### src/rtl/ispm_lsu_req_queue.sv
// In-order LSU request queue in front of the ISPM controller's LSU port.
// Writes are posted, reads return in order, and only the head entry is presented downstream.
module ispm_lsu_req_queue #(
  parameter int DEPTH      = 4,
  parameter int IDX_WIDTH  = 12,
  parameter int TAG_WIDTH  = 44,
  parameter int DATA_WIDTH = 64,
  parameter int ID_WIDTH   = 2
) (
  input  logic                    clk_i,
  input  logic                    rst_i,
  input  logic                    flush_i,
  input  logic                    up_req_i,
  output logic                    up_gnt_o,
  input  logic [IDX_WIDTH-1:0]    up_idx_i,
  input  logic [TAG_WIDTH-1:0]    up_tag_i,
  input  logic                    up_we_i,
  input  logic [DATA_WIDTH/8-1:0] up_be_i,
  input  logic [DATA_WIDTH-1:0]   up_wdata_i,
  input  logic [ID_WIDTH-1:0]     up_id_i,
  output logic                    up_rvalid_o,
  output logic [DATA_WIDTH-1:0]   up_rdata_o,
  output logic [ID_WIDTH-1:0]     up_rid_o,
  output logic                    dn_req_o,
  output logic [IDX_WIDTH-1:0]    dn_idx_o,
  output logic [TAG_WIDTH-1:0]    dn_tag_o,
  output logic                    dn_we_o,
  output logic [DATA_WIDTH/8-1:0] dn_be_o,
  output logic [DATA_WIDTH-1:0]   dn_wdata_o,
  output logic [ID_WIDTH-1:0]     dn_id_o,
  input  logic                    dn_gnt_i,
  input  logic                    dn_rvalid_i,
  input  logic [DATA_WIDTH-1:0]   dn_rdata_i,
  input  logic [ID_WIDTH-1:0]     dn_rid_i
);

  localparam int PTR_W = $clog2(DEPTH);
  localparam int CNT_W = $clog2(DEPTH + 1);
  localparam int BE_W  = DATA_WIDTH / 8;

  logic [IDX_WIDTH-1:0]  idx_mem   [DEPTH];
  logic [TAG_WIDTH-1:0]  tag_mem   [DEPTH];
  logic                  we_mem    [DEPTH];
  logic [BE_W-1:0]       be_mem    [DEPTH];
  logic [DATA_WIDTH-1:0] wdata_mem [DEPTH];
  logic [ID_WIDTH-1:0]   id_mem    [DEPTH];

  logic [PTR_W-1:0] rd_ptr_q, rd_ptr_d;
  logic [PTR_W-1:0] wr_ptr_q, wr_ptr_d;
  logic [CNT_W-1:0] count_q, count_d;
  logic             full, empty, push, pop, stray_rsp;

  assign full  = (count_q == CNT_W'(DEPTH));
  assign empty = (count_q == '0);

  // A full queue refuses even when the head completes this cycle (no bypass).
  assign up_gnt_o = !full && !flush_i;
  assign push     = up_req_i && up_gnt_o;

  assign dn_req_o   = !empty;
  assign dn_idx_o   = idx_mem[rd_ptr_q];
  assign dn_tag_o   = tag_mem[rd_ptr_q];
  assign dn_we_o    = we_mem[rd_ptr_q];
  assign dn_be_o    = be_mem[rd_ptr_q];
  assign dn_wdata_o = wdata_mem[rd_ptr_q];
  assign dn_id_o    = id_mem[rd_ptr_q];

  assign pop = !empty && (dn_we_o ? dn_gnt_i : (dn_rvalid_i && (dn_rid_i == dn_id_o)));

  assign stray_rsp = (dn_rvalid_i && (empty || dn_we_o || (dn_rid_i != dn_id_o)))
                   || (dn_gnt_i && empty);

  always_comb begin
    rd_ptr_d = rd_ptr_q + PTR_W'(pop);
    wr_ptr_d = wr_ptr_q + PTR_W'(push);
    count_d  = count_q + CNT_W'(push) - CNT_W'(pop);
    // Flush keeps only the head, so the write pointer snaps to just behind it.
    if (flush_i) begin
      wr_ptr_d = empty ? rd_ptr_q : rd_ptr_q + PTR_W'(1);
      count_d  = (empty || pop) ? '0 : CNT_W'(1);
    end
  end

  always_ff @(posedge clk_i or posedge rst_i) begin
    if (rst_i) begin
      rd_ptr_q <= '0;
      wr_ptr_q <= '0;
      count_q  <= '0;
    end else begin
      rd_ptr_q <= rd_ptr_d;
      wr_ptr_q <= wr_ptr_d;
      count_q  <= count_d;
    end
  end

  always_ff @(posedge clk_i) begin
    if (push) begin
      idx_mem[wr_ptr_q]   <= up_idx_i;
      tag_mem[wr_ptr_q]   <= up_tag_i;
      we_mem[wr_ptr_q]    <= up_we_i;
      be_mem[wr_ptr_q]    <= up_be_i;
      wdata_mem[wr_ptr_q] <= up_wdata_i;
      id_mem[wr_ptr_q]    <= up_id_i;
    end
  end

  always_ff @(posedge clk_i or posedge rst_i) begin
    if (rst_i) begin
      up_rvalid_o <= 1'b0;
      up_rdata_o  <= '0;
      up_rid_o    <= '0;
    end else begin
      up_rvalid_o <= pop && !dn_we_o;
      if (pop && !dn_we_o) begin
        up_rdata_o <= dn_rdata_i;
        up_rid_o   <= dn_id_o;
      end
    end
  end

  always_ff @(posedge clk_i) begin
    if (!rst_i) begin
      assert (!stray_rsp)
        else $warning("ispm_lsu_req_queue: ignored completion that does not match the head");
    end
  end

endmodule

### config.mk
export PLATFORM = sky130hd
export DESIGN_NAME = ispm_lsu_req_queue
export DESIGN_NICKNAME = d
export VERILOG_FILES = /design/src/rtl/ispm_lsu_req_queue.sv
export SDC_FILE = /design/constraint.sdc
export NUM_CORES = 1
export LEC_CHECK = 0
export ABC_AREA = 1
export CORE_MARGIN = 8
export CORE_UTILIZATION = 52
export CTS_CLUSTER_DIAMETER = 30
export CTS_CLUSTER_SIZE = 8
export DETAILED_ROUTE_END_ITERATION = 10
export PLACE_DENSITY_LB_ADDON = 0.08
export SYNTH_ARGS = -nofsm -noshare
export SYNTH_HDL_FRONTEND = slang
export SYNTH_SLANG_ARGS = --single-unit
### constraint.sdc
create_clock -name clk_i -period 14.8 [get_ports clk_i]
set_input_delay 2.96 -clock clk_i [delete_from_list [all_inputs] [get_ports clk_i]]
set_output_delay 2.96 -clock clk_i [all_outputs]
set_load 0.01 [all_outputs]
==> Yosys cells after proc, flatten, opt, wreduce, memory -nomap -nowiden <==
Memories as Yosys holds them, arrays and structs flattened.
Index checks and enable logic that the tools add are counted.
{ "totals": {"regBits": 74, "ram_bits": 524, "input_bits": 203, "out_inout_bits": 200, "wordCells": 37, "n_memories": 6} }
{ "memory_table": {"columns": ["name", "depth", "width", "read_ports", "rd_ports_with_merged_regs", "write_ports", "line", "rtl"], "rows": [
  ["wdata_mem", 4, 64, 1, 0, 1, "45", "logic [DATA_WIDTH-1:0] wdata_mem [DEPTH];"],
  ["tag_mem", 4, 44, 1, 0, 1, "42", "logic [TAG_WIDTH-1:0] tag_mem [DEPTH];"],
  ["idx_mem", 4, 12, 1, 0, 1, "41", "logic [IDX_WIDTH-1:0] idx_mem [DEPTH];"],
  ["be_mem", 4, 8, 1, 0, 1, "44", "logic [BE_W-1:0] be_mem [DEPTH];"],
  ["id_mem", 4, 2, 1, 0, 1, "46", "logic [ID_WIDTH-1:0] id_mem [DEPTH];"],
  ["we_mem", 4, 1, 1, 0, 1, "43", "logic we_mem [DEPTH];"]
]} }
{ "classes": {"addsub": 5, "eq_ne": 2, "mux": 7, "reduce_logical": 11} }
{ "op_table": {"columns": ["op", "n"], "rows": [
  ["logical AND 1 bit", 5],
  ["adder 2 x 1 -> 2 bit", 2],
  ["zero test 1 bit", 4],
  ["two-way mux 1 bit", 4],
  ["two-way mux 2 bit", 2],
  ["adder 3 x 1 -> 3 bit", 1],
  ["equality test 3 bit, second input constant", 1],
  ["zero test 3 bit", 1],
  ["two-way mux 3 bit", 1],
  ["subtractor 3 x 1 -> 3 bit", 1],
  ["adder 2 x 1 -> 2 bit, second input constant", 1],
  ["equality test 2 bit", 1],
  ["logical OR 1 bit", 1]
]} }

==> Logic depth before layout (Yosys ltp) <==
An unclocked memory read counts as a cell.
{ "logic_depth": {"ltp_word": 8, "ltp_mapped": 17, "mapped_depth_nobuf": 16} }

==> Worst setup path after synthesis <==
Ideal clock, no wire load.
{ "synth_path": {"path_type": "in2reg", "from": "input flush_i", "to": "memory be_mem[0][0] (netlist name), enable pin", "arrival_time_ps": 12261, "required_ps": 14018, "slack_ps": 1756, "cell_stages": 3, "n_path_buf": 0, "path_cell_list": "a21oi_1 > nand2_1 > nor3_1"} }
{ "synth_between": {"elab_chain_len": 5} }
{ "synth_rtl": {"columns": ["item", "line", "rtl"], "rows": [
  ["start: declaration", "12", "input logic flush_i,"],
  ["zero test 1 bit", "57", "assign up_gnt_o = !full && !flush_i;"],
  ["logical AND 1 bit", "57", null],
  ["logical AND 1 bit", "58", "assign push = up_req_i && up_gnt_o;"],
  ["two-way mux 1 bit", "97", "if (push) begin"],
  ["two-way mux 1 bit (implied by the code)", "101", "be_mem[wr_ptr_q] <= up_be_i;"],
  ["end: declaration", "44", null]
]} }
No other way between the ends.

==> Worst setup path after layout <==
{ "layout_path": {"from": "register rd_ptr_q[0]", "to": "output dn_wdata_o[28]"} }
{ "layout_between": {"elab_chain_len": 1} }
{ "layout_rtl": {"columns": ["item", "line", "rtl"], "rows": [
  ["start: declaration", "48", "logic [PTR_W-1:0] rd_ptr_q, rd_ptr_d;"],
  ["start signal: assignment", "90", "rd_ptr_q <= rd_ptr_d;"],
  ["memory (4 x 64 bit)", null, null],
  ["end: declaration", "29", "output logic [DATA_WIDTH-1:0] dn_wdata_o,"]
]} }
No other way between the ends.

==> flow_metrics.py <==
metrics = {
    "routing": {
        "routed_wirelength_um": 59100,
        "via_per_inst": 5.56,
        "drt_first_pass_iters": 5,
        "wire_per_inst_um": 21.9,
        "vias": 15014,
        "drtAntennaViolNets": 0,
        "detail_route.iter0.violations": 1343,
        "drc_errors": 0,
    },
    "global_route": {
        "grt_pass1_vias": 14796,
        "grtUsageMet3": 0.0728,
        "overall_fraction_of_global_route_tracks_in_use": 0.230,
        "gr_layer_usage_met1": 0.294,
        "grt_first_pass_wirelength_um": 88600,
        "globalRoute.totalOverflow": 0,
        "grtUsageMet2": 0.359,
        "grt_antenna_before_repair": 14,
        "grt.busiest_layer": "met2",
        "grt_start_max_net_pins": 130,
    },
    "logic_synthesis": {
        "synth_seq_area_share": 0.785,
        "syn_inst": 1629,
        "synth_area_mm2": 0.0224,
        "ys_warn_count": 0,
        "synth.distinct_cells": 25,
        "flip_flop_and_latch_count_after_synthesis": 598,
        "post_synth.cell_area_avg_um2": 13.8,
        "syn_nets": 1837,
    },
    "power_and_ir_drop": {
        "clockPowerShare": 0.355,
        "total_leakage_power_nw": 10.9,
        "power.share.sequential": 0.324,
        "comb_power_share": 0.322,
        "cell_internal_pwr_mw": 4.69,
        "power.ir.vdd_worst_v": 0.000148,
        "power_per_cell_area_mw_per_mm2": 225,
        "power.switching_fraction": 0.319,
        "power_switching_mw": 2.20,
    },
    "timing": {
        "maxSlewHeadroom": 0.224,
        "grt_setup_unrepaired": "no",
        "final-setup-viol-count": 0,
        "layout_worst_path_cycle_share": 0.521,
        "final-hold-violation-count": 0,
        "worst-slew-pin-transition_ns": 1.16,
        "setup_slack_ns": 7.09,
        "fin_worst_skew_ns": 0.0244,
        "final_max_slew_viol_count": 0,
        "finalSetupTns_ns": 0,
        "max_clock_freq_ghz": 0.130,
        "final_worst_path_period_need_ns": 7.71,
    },
    "finish": {
        "final_core_utilization": 0.715,
        "fin_cells": 2699,
        "flow.area_growth_from_synthesis_pct": 36.5,
        "leading_cell_type_in_the_layout_fill_and_taps_excluded": "edfxtp_1",
        "layout.cells.most_common_list": "524 x edfxtp_1, 402 x clkdlybuf4s50_1, 262 x nor2_1",
        "fin_nets": 2261,
        "post_route_cells_drive_above_1_share": 0.0906,
    },
    "worst_hold_path": {
        "timing.hold.worst.class": "register to register",
        "timing.hold.worst.start": "up_rdata_o[2]$_DFFE_PP0P_",
    },
    "floorplanning": {
        "die-width_um": 224,
        "dieHeight_um": 224,
        "row_count": 76,
        "floorplan.die_area_mm2": 0.0500,
        "floorplan.initialDensity": 0.524,
        "fp.coreArea_mm2": 0.0428,
        "boundaryPins": 403,
    },
    "worst_setup_path": {
        "crit_path_top_delay_cell": "buf_4",
        "worst-setup-path-type": "register to output pin",
        "critical_path.endpoint_type": "output pin",
        "critPathMaxFanout": 103,
        "worst_setup_path_startpoint": "rd_ptr_q[0]$_DFF_PP0_",
        "path_delay_family": "buffers and inverters",
        "critical-path-max-stage-delay_ns": 0.92,
        "start_kind": "register",
        "crit_required_ns": 11.84,
        "reg2reg_from": "rd_ptr_q[1]$_DFF_PP0_",
        "critical_path_buf_inv_count": 4,
        "crit_top_cell": "buf_4",
        "cp.arrival_ns": 4.75,
        "critical_path.cell_chain": "inv_6, buf_4, buf_4, o21ai_0, o22ai_1, clkdlybuf4s50_1",
    },
    "clock_network": {
        "cts.reportedPaths.clkPinSlew_ns": 0.04,
        "ctsHtreeMaxLevel": 3,
        "clock-root-buffer": "clkbuf_16",
        "clk_latency_ns": 0.62,
        "clock_tree.buffer_depth": 3,
        "post_cts.repair.setup_buffers": 0,
        "cts_resized": 0,
        "cts_buffers": 115,
        "numClockSinks": 598,
        "post_cts_hold_buffer_count": 0,
        "cts_tree": "yes",
    },
    "place": {
        "dp_cells": 2482,
        "placement.io_buffers": 402,
        "preCtsSetupSlack_ns": 7.52,
        "place_congestion": 0.829,
        "estimated_wirelength_of_the_detail_placed_design_um": 33600,
    },
    "status": {
        "run_status": "completed",
    },
    "job": {
        "max-cap-violations": 0,
    },
}
## sequential cells by signal (all words and copies together) (netlist names)
name,cells
tag_mem,176
up_rdata_o,64
be_mem,32
up_rvalid_o,1
wdata_mem,256
count_q,3
up_rid_o,2
rd_ptr_q,2
idx_mem,48
id_mem,8
wr_ptr_q,2
we_mem,4
## synth_stat cells
cell	count	area share
a21oi_1	2	0.00045
xor2_1	2	0.00078
nand3_2	1	0.00045
buf_4	5	0.0017
edfxtp_1	524	0.70
nor2_1	262	0.044
buf_2	4	0.00089
o21bai_2	1	0.00050
nand3b_1	1	0.00034
inv_1	15	0.0025
nor3_1	4	0.00089
xnor2_1	2	0.00078
nand2_1	157	0.026
fa_1	1	0.00089
buf_6	2	0.0010
o22ai_1	128	0.036
clkbuf_1	99	0.017
clkbuf_2	1	0.00022
o21ai_0	260	0.058
inv_2	2	0.00034
nand3_1	9	0.0020
ha_1	4	0.0022
buf_1	3	0.00050
nand4_1	66	0.018
dfrtp_1	74	0.083
## tightest hold or removal path: cells and delay by family, from the launching register on
kind / cells / cell delay [ns]
flops: 1 / 0.33
simple gates: 2 / 0.10
## metal layers
layer,wire length [um],share of wire
met1,23900,0.40
met3,4880,0.083
met2,28600,0.48
met5,52,0.00088
met4,1600,0.027
## through the flow
step / power [mW] / hold WS (ns) / area [um^2]
after global placement: 4.46 / 0.452 / 26900
after CTS: 6.96 / 0.468 / 30600
after detailed placement: 4.49 / 0.458 / 26900
after floorplan: 3.37 / 0.506 / 22400
after global routing: 7.23 / 0.483 / 30600
final: 6.89 / 0.465 / 30600
## power groups by stage
stage | logic, mW | clock network [mW] | registers [mW]
2_1_floorplan | 1.09 | 0 | 2.28
3_3_place_gp | 2.21 | 0 | 2.25
3_5_place_dp | 2.23 | 0 | 2.26
4_1_cts | 2.25 | 2.48 | 2.23
5_1_grt | 2.42 | 2.57 | 2.25
6_report | 2.22 | 2.44 | 2.23
## final cells by class
type / instances / area [um^2]
diodes: 12 / 30.0
multi-input cells: 900 / 4330
clock inverters: 70 / 708
clock buffers: 135 / 3000
repair buffers: 421 / 4190
flip-flops and latches: 598 / 17600
fillers: 2845 / 12200
well taps: 546 / 683
inverters: 17 / 70.1
## cell families after synthesis
kind of cell / count (synthesis) / synth area share
buf+inv: 131 / 0.0237
fa+ha+maj: 5 / 0.00313
xor+xnor: 4 / 0.00156
flops: 598 / 0.785
simple gates: 500 / 0.0923
compound gates: 391 / 0.0947
## path summary, 6_finish.rpt
check	to	slack [ns]	cells past startpoint
min	up_rdata_o[2]$_DFFE_PP0P_	0.47	2
min reg2reg	up_rdata_o[2]$_DFFE_PP0P_	0.47	2
max reg2reg	count_q[2]$_DFF_PP0_	9.86	16
max	dn_wdata_o[28]	7.09	6
min in group asynchronous	up_rdata_o[12]$_DFFE_PP0P_	2.95	3
max in group asynchronous	rd_ptr_q[1]$_DFF_PP0_	11.08	3
Note: power is estimated with default switching activity, not from simulation.
